File: config.mk
export PLATFORM = sky130hd
export DESIGN_NAME = uart_rx
export DESIGN_NICKNAME = d
export VERILOG_FILES = /design/src/rtl/uart_rx.sv
export SDC_FILE = /design/constraint.sdc
export NUM_CORES = 1
export LEC_CHECK = 0
export BUFFER_PORTS_ARGS = -buffer_cell sky130_fd_sc_hd__buf_2
export CAP_MARGIN = 20
export CORE_MARGIN = 1.5
export CORE_UTILIZATION = 45
export DETAILED_ROUTE_END_ITERATION = 10
export GPL_TIMING_DRIVEN = 0
export PLACE_DENSITY = 0.61
export SETUP_SLACK_MARGIN = 0.1
export SYNTH_ARGS = -nofsm -noshare
export SYNTH_HDL_FRONTEND = slang
export SYNTH_SLANG_ARGS = --single-unit
File: constraint.sdc
create_clock -name clk -period 2.34 [get_ports clk]
set_clock_uncertainty 0.15 [all_clocks]
set_input_delay 0.351 -clock clk [delete_from_list [all_inputs] [get_ports clk]]
set_output_delay 0.351 -clock clk [all_outputs]
set_load 0.005 [all_outputs]
File: src/rtl/uart_rx.sv
// uart_rx: 8N1 UART receiver, sampled with an OVERSAMPLE-times baud tick.
//
// Optional feature macro: UART_RX_PARITY_EN
//   defined   -> one even-parity bit is expected between the data and stop bits
//   undefined -> plain 8N1 framing
//
// Ports:
//   clk           system clock
//   rst_n         asynchronous active-low reset
//   baud_tick     one-clk pulse, OVERSAMPLE pulses per bit period
//   rx_serial     asynchronous serial line, idle high
//   rx_ready      consumer accepts rx_data when high together with rx_valid
//   rx_data       last received byte, held until the next delivery
//   rx_valid      byte available, held until accepted
//   rx_frame_err  one-clk pulse on a bad stop bit (or bad parity)
//   rx_overrun    one-clk pulse when a byte lands while rx_valid is still high
//   rx_busy       high whenever the receiver is not idle
//
// state     | meaning
// ----------+------------------------------------------------------------
// IDLE      | line idle, waiting for a low sample
// START     | counting to mid start bit to reject glitches
// DATA      | sampling DATA_BITS data bits, LSB first
// PARITY    | sampling the even-parity bit (parity build only)
// STOP      | sampling the stop bit, delivering or flagging the frame
// WAIT_HIGH | bad stop bit seen; waiting for the line to return high

module uart_rx #(
    parameter int OVERSAMPLE = 8,
    parameter int DATA_BITS  = 8
) (
    input  logic                 clk,
    input  logic                 rst_n,
    input  logic                 baud_tick,
    input  logic                 rx_serial,
    input  logic                 rx_ready,
    output logic [DATA_BITS-1:0] rx_data,
    output logic                 rx_valid,
    output logic                 rx_frame_err,
    output logic                 rx_overrun,
    output logic                 rx_busy
);

    localparam int CNT_W = $clog2(OVERSAMPLE);
    localparam int IDX_W = (DATA_BITS > 1) ? $clog2(DATA_BITS) : 1;
    localparam logic [CNT_W-1:0] CNT_MID  = CNT_W'(OVERSAMPLE / 2 - 1);
    localparam logic [CNT_W-1:0] CNT_TOP  = CNT_W'(OVERSAMPLE - 1);
    localparam logic [IDX_W-1:0] IDX_LAST = IDX_W'(DATA_BITS - 1);

    typedef enum logic [2:0] {
        S_IDLE,
        S_START,
        S_DATA,
`ifdef UART_RX_PARITY_EN
        S_PARITY,
`endif
        S_STOP,
        S_WAIT_HIGH
    } state_t;

    state_t                state_q, state_d;
    logic [CNT_W-1:0]      cnt_q, cnt_d, cnt_inc;
    logic [IDX_W-1:0]      idx_q, idx_d;
    logic [DATA_BITS-1:0]  shift_q, shift_d;
    logic                  sync_meta, rxs;
    logic                  deliver, frame_err;
`ifdef UART_RX_PARITY_EN
    logic                  par_q, par_d;
`endif

    // Two-flop synchronizer; resets to idle-high so reset never looks like a start bit.
    always_ff @(posedge clk or negedge rst_n) begin
        if (!rst_n) begin
            sync_meta <= 1'b1;
            rxs       <= 1'b1;
        end else begin
            sync_meta <= rx_serial;
            rxs       <= sync_meta;
        end
    end

    always_ff @(posedge clk or negedge rst_n) begin
        if (!rst_n) begin
            state_q <= S_IDLE;
            cnt_q   <= '0;
            idx_q   <= '0;
            shift_q <= '0;
`ifdef UART_RX_PARITY_EN
            par_q   <= 1'b0;
`endif
        end else begin
            state_q <= state_d;
            cnt_q   <= cnt_d;
            idx_q   <= idx_d;
            shift_q <= shift_d;
`ifdef UART_RX_PARITY_EN
            par_q   <= par_d;
`endif
        end
    end

    assign cnt_inc = cnt_q + CNT_W'(1);

    always_comb begin
        state_d   = state_q;
        cnt_d     = cnt_q;
        idx_d     = idx_q;
        shift_d   = shift_q;
        deliver   = 1'b0;
        frame_err = 1'b0;
`ifdef UART_RX_PARITY_EN
        par_d     = par_q;
`endif
        if (baud_tick) begin
            case (state_q)
                S_IDLE: begin
                    if (!rxs) begin
                        state_d = S_START;
                        cnt_d   = '0;
                    end
                end
                S_START: begin
                    cnt_d = cnt_inc;
                    if (cnt_inc == CNT_MID) begin
                        cnt_d = '0;
                        idx_d = '0;
                        // A high sample at mid start bit means the low was a glitch.
                        state_d = rxs ? S_IDLE : S_DATA;
                    end
                end
                S_DATA: begin
                    cnt_d = cnt_inc;
                    if (cnt_q == CNT_TOP) begin
                        shift_d = DATA_BITS'({rxs, shift_q} >> 1);
                        idx_d   = idx_q + IDX_W'(1);
                        if (idx_q == IDX_LAST) begin
                            idx_d = '0;
`ifdef UART_RX_PARITY_EN
                            state_d = S_PARITY;
`else
                            state_d = S_STOP;
`endif
                        end
                    end
                end
`ifdef UART_RX_PARITY_EN
                S_PARITY: begin
                    cnt_d = cnt_inc;
                    if (cnt_q == CNT_TOP) begin
                        par_d   = rxs;
                        state_d = S_STOP;
                    end
                end
`endif
                S_STOP: begin
                    cnt_d = cnt_inc;
                    if (cnt_q == CNT_TOP) begin
`ifdef UART_RX_PARITY_EN
                        deliver   = rxs && ((^shift_q) == par_q);
`else
                        deliver   = rxs;
`endif
                        frame_err = !deliver;
                        // A low stop bit may be a break; wait for idle before rearming.
                        state_d   = rxs ? S_IDLE : S_WAIT_HIGH;
                    end
                end
                S_WAIT_HIGH: begin
                    if (rxs) begin
                        state_d = S_IDLE;
                        cnt_d   = '0;
                    end
                end
                default: begin
                    state_d = S_IDLE;
                    cnt_d   = '0;
                end
            endcase
        end
    end

    // Output handshake: a new delivery takes priority over an accept in the same clk.
    always_ff @(posedge clk or negedge rst_n) begin
        if (!rst_n) begin
            rx_data      <= '0;
            rx_valid     <= 1'b0;
            rx_frame_err <= 1'b0;
            rx_overrun   <= 1'b0;
        end else begin
            rx_frame_err <= frame_err;
            rx_overrun   <= 1'b0;
            if (deliver) begin
                rx_data    <= shift_q;
                rx_valid   <= 1'b1;
                rx_overrun <= rx_valid && !rx_ready;
            end else if (rx_valid && rx_ready) begin
                rx_valid <= 1'b0;
            end
        end
    end

    assign rx_busy = (state_q != S_IDLE);

endmodule

Word-level counts from Yosys, hierarchy flattened --
Cells that the tools add are included.
Storage, ports and cells: flip-flop bits (word level) 30, memories 0, output and inout bits 12, word-level logic and storage cells 63, ROM bits 0, latch bits 0, RAM bits 0, bits of input ports 5
Cells by class: bitwise logic cells 0, magnitude comparators 0, multiplexer cells 25, shift operators 0, divide/modulo/power cells 0, multipliers 0, reductions and logical operators 13, eq/ne operators 13, $add $sub $neg 2
Operator list (count):
- $mux W3 | 12
- $pmux W3 S5 | 1
- $ne A2 B2 Y1 const B | 6
- $pmux W3 S4 | 1
- $eq A3 B2 Y1 const B | 3
- $eq A3 B3 Y1 const B | 3
- $mux W1 | 9
- $reduce_and A7 Y1 | 1
- $add A3 B1 Y3 const B | 2
- $pmux W3 S2 | 1
- $reduce_and A3 Y1 | 2
- $reduce_and A4 Y1 | 1
- $reduce_bool A2 Y1 | 2
- $eq A3 B1 Y1 const B | 1
- $logic_not A3 Y1 | 1
- $reduce_bool A3 Y1 | 1
- $logic_and A1 B1 Y1 | 2
- $logic_not A1 Y1 | 2
- $mux W2 | 1
- $reduce_or A2 Y1 | 1

Depth between registers and ports, before layout --
depth in word-level cells 5, gate-level depth with buffers 6, depth with buffers taken out 6

Worst setup path before layout --
OpenSTA, ideal clock, no wires.
kind register to register, start point register cnt_q[1], end point register state_q[0], slack 254 ps, data required time 2062 ps, buffers on the path 0, arrival 1808 ps, period minus slack after synthesis 2086 ps, stages on the path, launching flop included 7, cell sequence dfrtp_1 > ha_1 > ha_1 > nand2b_1 > o2111a_1 > a211oi_2 > mux2_1
On the way: longest elaborated chain between the ends 4, elaborated cells between the ends (all ways) 7, classes of those cells add/sub (1); eq/ne (5); reduce/logical (1)
RTL lines:
- start, declared | RTL line 62 | logic [CNT_W-1:0] cnt_q, cnt_d, cnt_inc;
- start signal, assigned | RTL line 93 | cnt_q <= cnt_d;
- $add A3 B1 Y3 | RTL line 102 | assign cnt_inc = cnt_q + CNT_W'(1);
- $eq A3 B2 Y1 | RTL line 124 | if (cnt_inc == CNT_MID) begin
- $ne A2 B2 Y1 (no line)
- $reduce_and A7 Y1 (no line) (*)
- end signal, assigned | RTL line 92 | state_q <= state_d;
- end, declared | RTL line 61 | state_t state_q, state_d;
Every way passes the cells marked *; elsewhere a longest branch is shown, timed or not. A chain may end at the register's enable or synchronous reset.

Final worst setup path --
start point register cnt_q[1], end point register state_q[1]
The elaborated chain is that of the path after synthesis.

==> impl_metrics.ini <==
[setup_path]
cp_max_fo = 3
cp.required_ns = 2.41
arrival_ns = 2.16
start_kind = flip-flop
critPathKind = flip-flop to flip-flop
endpoint_kind = flip-flop

[floorplan]
chipWidth_um = 58
fp-row-count = 19
coreArea_mm2 = 0.00281
floorplan.initialDensity_pct = 48.5
dieArea_mm2 = 0.00336
dieHeight_um = 58
ios = 17

[synthesis]
async_flop_share_pct = 100
synth_ff_type = dfrtp_1
netlist_top_cells_count = 28 x dfrtp_1, 17 x mux2_2, 7 x nand2_1
synth_top_area_share_pct = 51.5
yosysTopAreaCell = dfrtp_1
synthCells = 105
yosysWarningCount = 0
synth_area_mm2 = 0.00136
synth-seq-cells = 30
synthDistinctLibCells = 29
synth_most_common_cell = dfrtp_1
synth_edf_count = 0
avgSynthCellArea_um2 = 13.0
seq_area_frac_synth_pct = 55.3
synth.area.top_cells = dfrtp_1 51%, mux2_2 14%, ha_1 5.5%
syn-num-nets = 116

[route]
drt_iter0_markers = 16
vias = 871
final_antenna_net_count = 0
via_per_inst = 5.38
drc = 0
dr.pass1.iters = 6
drt-total-wl_um = 2160
wl_per_cell_um = 13.3

[finish]
drive_above_1_share_pct = 41.2
regArea_um2 = 753
area_growth_pct = 15.8
fin_nets = 141
multi_input_area_um2 = 573
antennaDiodeCount = 0
fillers = 257
stdcell_area_mm2 = 0.00158

[clock_network]
worstSkewPairLatency_ns = 0.34
cts.sinks = 30
cts_tree = built
htreeDepth = 2
cts.clk_slew.worst_paths_ns = 0.10
clockBufferDepth = 2
root_buffer = clkbuf_4
cts_buffers = 5

[placed_design]
place_area_mm2 = 0.00148
dp_hpwl_um = 1480
port_buffers = 16
place.gp.congestion = 0.744
pre_cts_ws_ns = 0.115

[grt]
grt_pass1_wl_um = 3910
grt_overflow = 0
grt_antenna_before_repair = 0
first_global_vias = 901
grt_use_total_pct = 15.9
grt_max_degree = 31

[timing]
worst_slack_ns = 0.249
relSlewSlack_pct = 57.5
timing.final.crit_share_pct = 89.4
tightest_slew_ns = 0.638
holdWs_ns = 0.155
tns_ns = 0
max_freq_ghz = 0.478
finalSetupViolCount = 0
slew_viol_final = 0
rsz0062_at_grt = no
final.min_clock_period_ns = 2.09
hold_viol = 0

[power_and_ir_drop]
powerDensity_mw_per_mm2 = 807
p_leak_nw = 0.833
total_power_mw = 1.27
vdd_drop_max_v = 0.000408

[job]
max_cap_violations = 0

[outcome]
status = complete, no violations

[hold_path]
min_path_type = primary input to flip-flop
==> cell type report <==
type	count	area share, %
flip-flops and latches	30	47.8
well taps	31	2.46
multi-input cells	66	36.3
clock inverters	2	0.794
repair buffers	18	6.35
clock buffers	6	3.25
plain buffers	5	2.06
inverters	4	0.952
==> routing by layer <==
layer | GRT usage [%] | up-vias | part of all wire (%)
met4 | 11.3 | 0 | 2.1
met3 | 4.69 | 6 | 4.0
met5 | 0 | - | 0
li1 | - | 427 | -
met2 | 24.2 | 21 | 49
met1 | 19.3 | 417 | 45
==> layout by cell type (no fill, tap or decap) <==
master and n:
a211oi_2 1, a21o_1 2, a21oi_1 4, a22o_2 1, and3_1 2, and3_2 1, buf_2 18, buf_4 3
clkbuf_4 5, clkbuf_8 1, clkinv_2 1, clkinvlp_4 1, dfrtp_1 28, dfstp_2 2, dlygate4sd3_1 2, ha_1 5
ha_4 1, inv_1 4, mux2_1 2, mux2_2 17, nand2_1 7, nand2b_1 1, nand3_2 1, nor2_1 4
nor2b_1 2, nor3_1 1, nor3b_1 1, nor4bb_1 1, o2111a_1 1, o2111ai_1 1, o21ai_0 3, o31ai_1 4
o31ai_4 1, or3_1 1, xnor2_1 1
==> kinds of logic (layout without fill, tap and decap cells) <==
kind of cell | after synthesis | in the layout | share of synthesized area [%]
simple gates | 22 | 22 | 8.73
buf+inv | 9 | 35 | 3.49
fa+ha+maj | 6 | 6 | 5.51
xor+xnor | 1 | 1 | 0.643
mux | 19 | 19 | 15.7
compound gates | 18 | 18 | 10.6
flops | 30 | 30 | 55.3
==> state kept, by name, summed over array words and instances, names as in the netlist <==
signal and count:
rx_data 8, rx_valid 1, idx_q 3, shift_q 8, rx_frame_err 1, sync_meta 1
cnt_q 3, rxs 1, state_q 3, rx_overrun 1
==> final timing paths <==
check,start,endpoint,slack (ns),cells past startpoint
worst min register to register,sync_meta,rxs,0.21,0
min in group asynchronous,rst_n,idx_q[2],0.40,2
worst max-delay path,cnt_q[1],state_q[1],0.25,6
worst min-delay path,rx_ready,rx_valid,0.15,3
max in group asynchronous,rst_n,cnt_q[0],1.21,2
worst max register to register,cnt_q[1],state_q[1],0.25,6
==> where the power goes <==
part / internal (mW) / leakage, nW / switching, mW
Combinational: 0.155 / 0.393 / 0.178
Clock: 0.144 / 0.0343 / 0.188
Sequential: 0.570 / 0.405 / 0.0376
==> repair_timing <==
action,in CTS,in global routing
hold endpoints to repair,29,0
gates resized for setup,0,1
buffers inserted,0,0
endpoints found under the setup margin,0,2
hold buffers,2,0
==> critical path, cell delays in order (launching register included) <==
cell	delay (ns)
dfrtp_1	0.41
ha_1	0.23
ha_4	0.23
nand2b_1	0.15
o2111a_1	0.24
a211oi_2	0.22
mux2_1	0.35
==> stage by stage <==
stage / cells / utilization, %
4_1_cts: 162 / 55.8
2_1_floorplan: 105 / -
3_5_place_dp: 152 / 52.8
3_3_place_gp: 152 / 52.8
6_report: 162 / 56.2
5_1_grt: 162 / 56.2
Note: power is estimated with default switching activity, not from simulation.
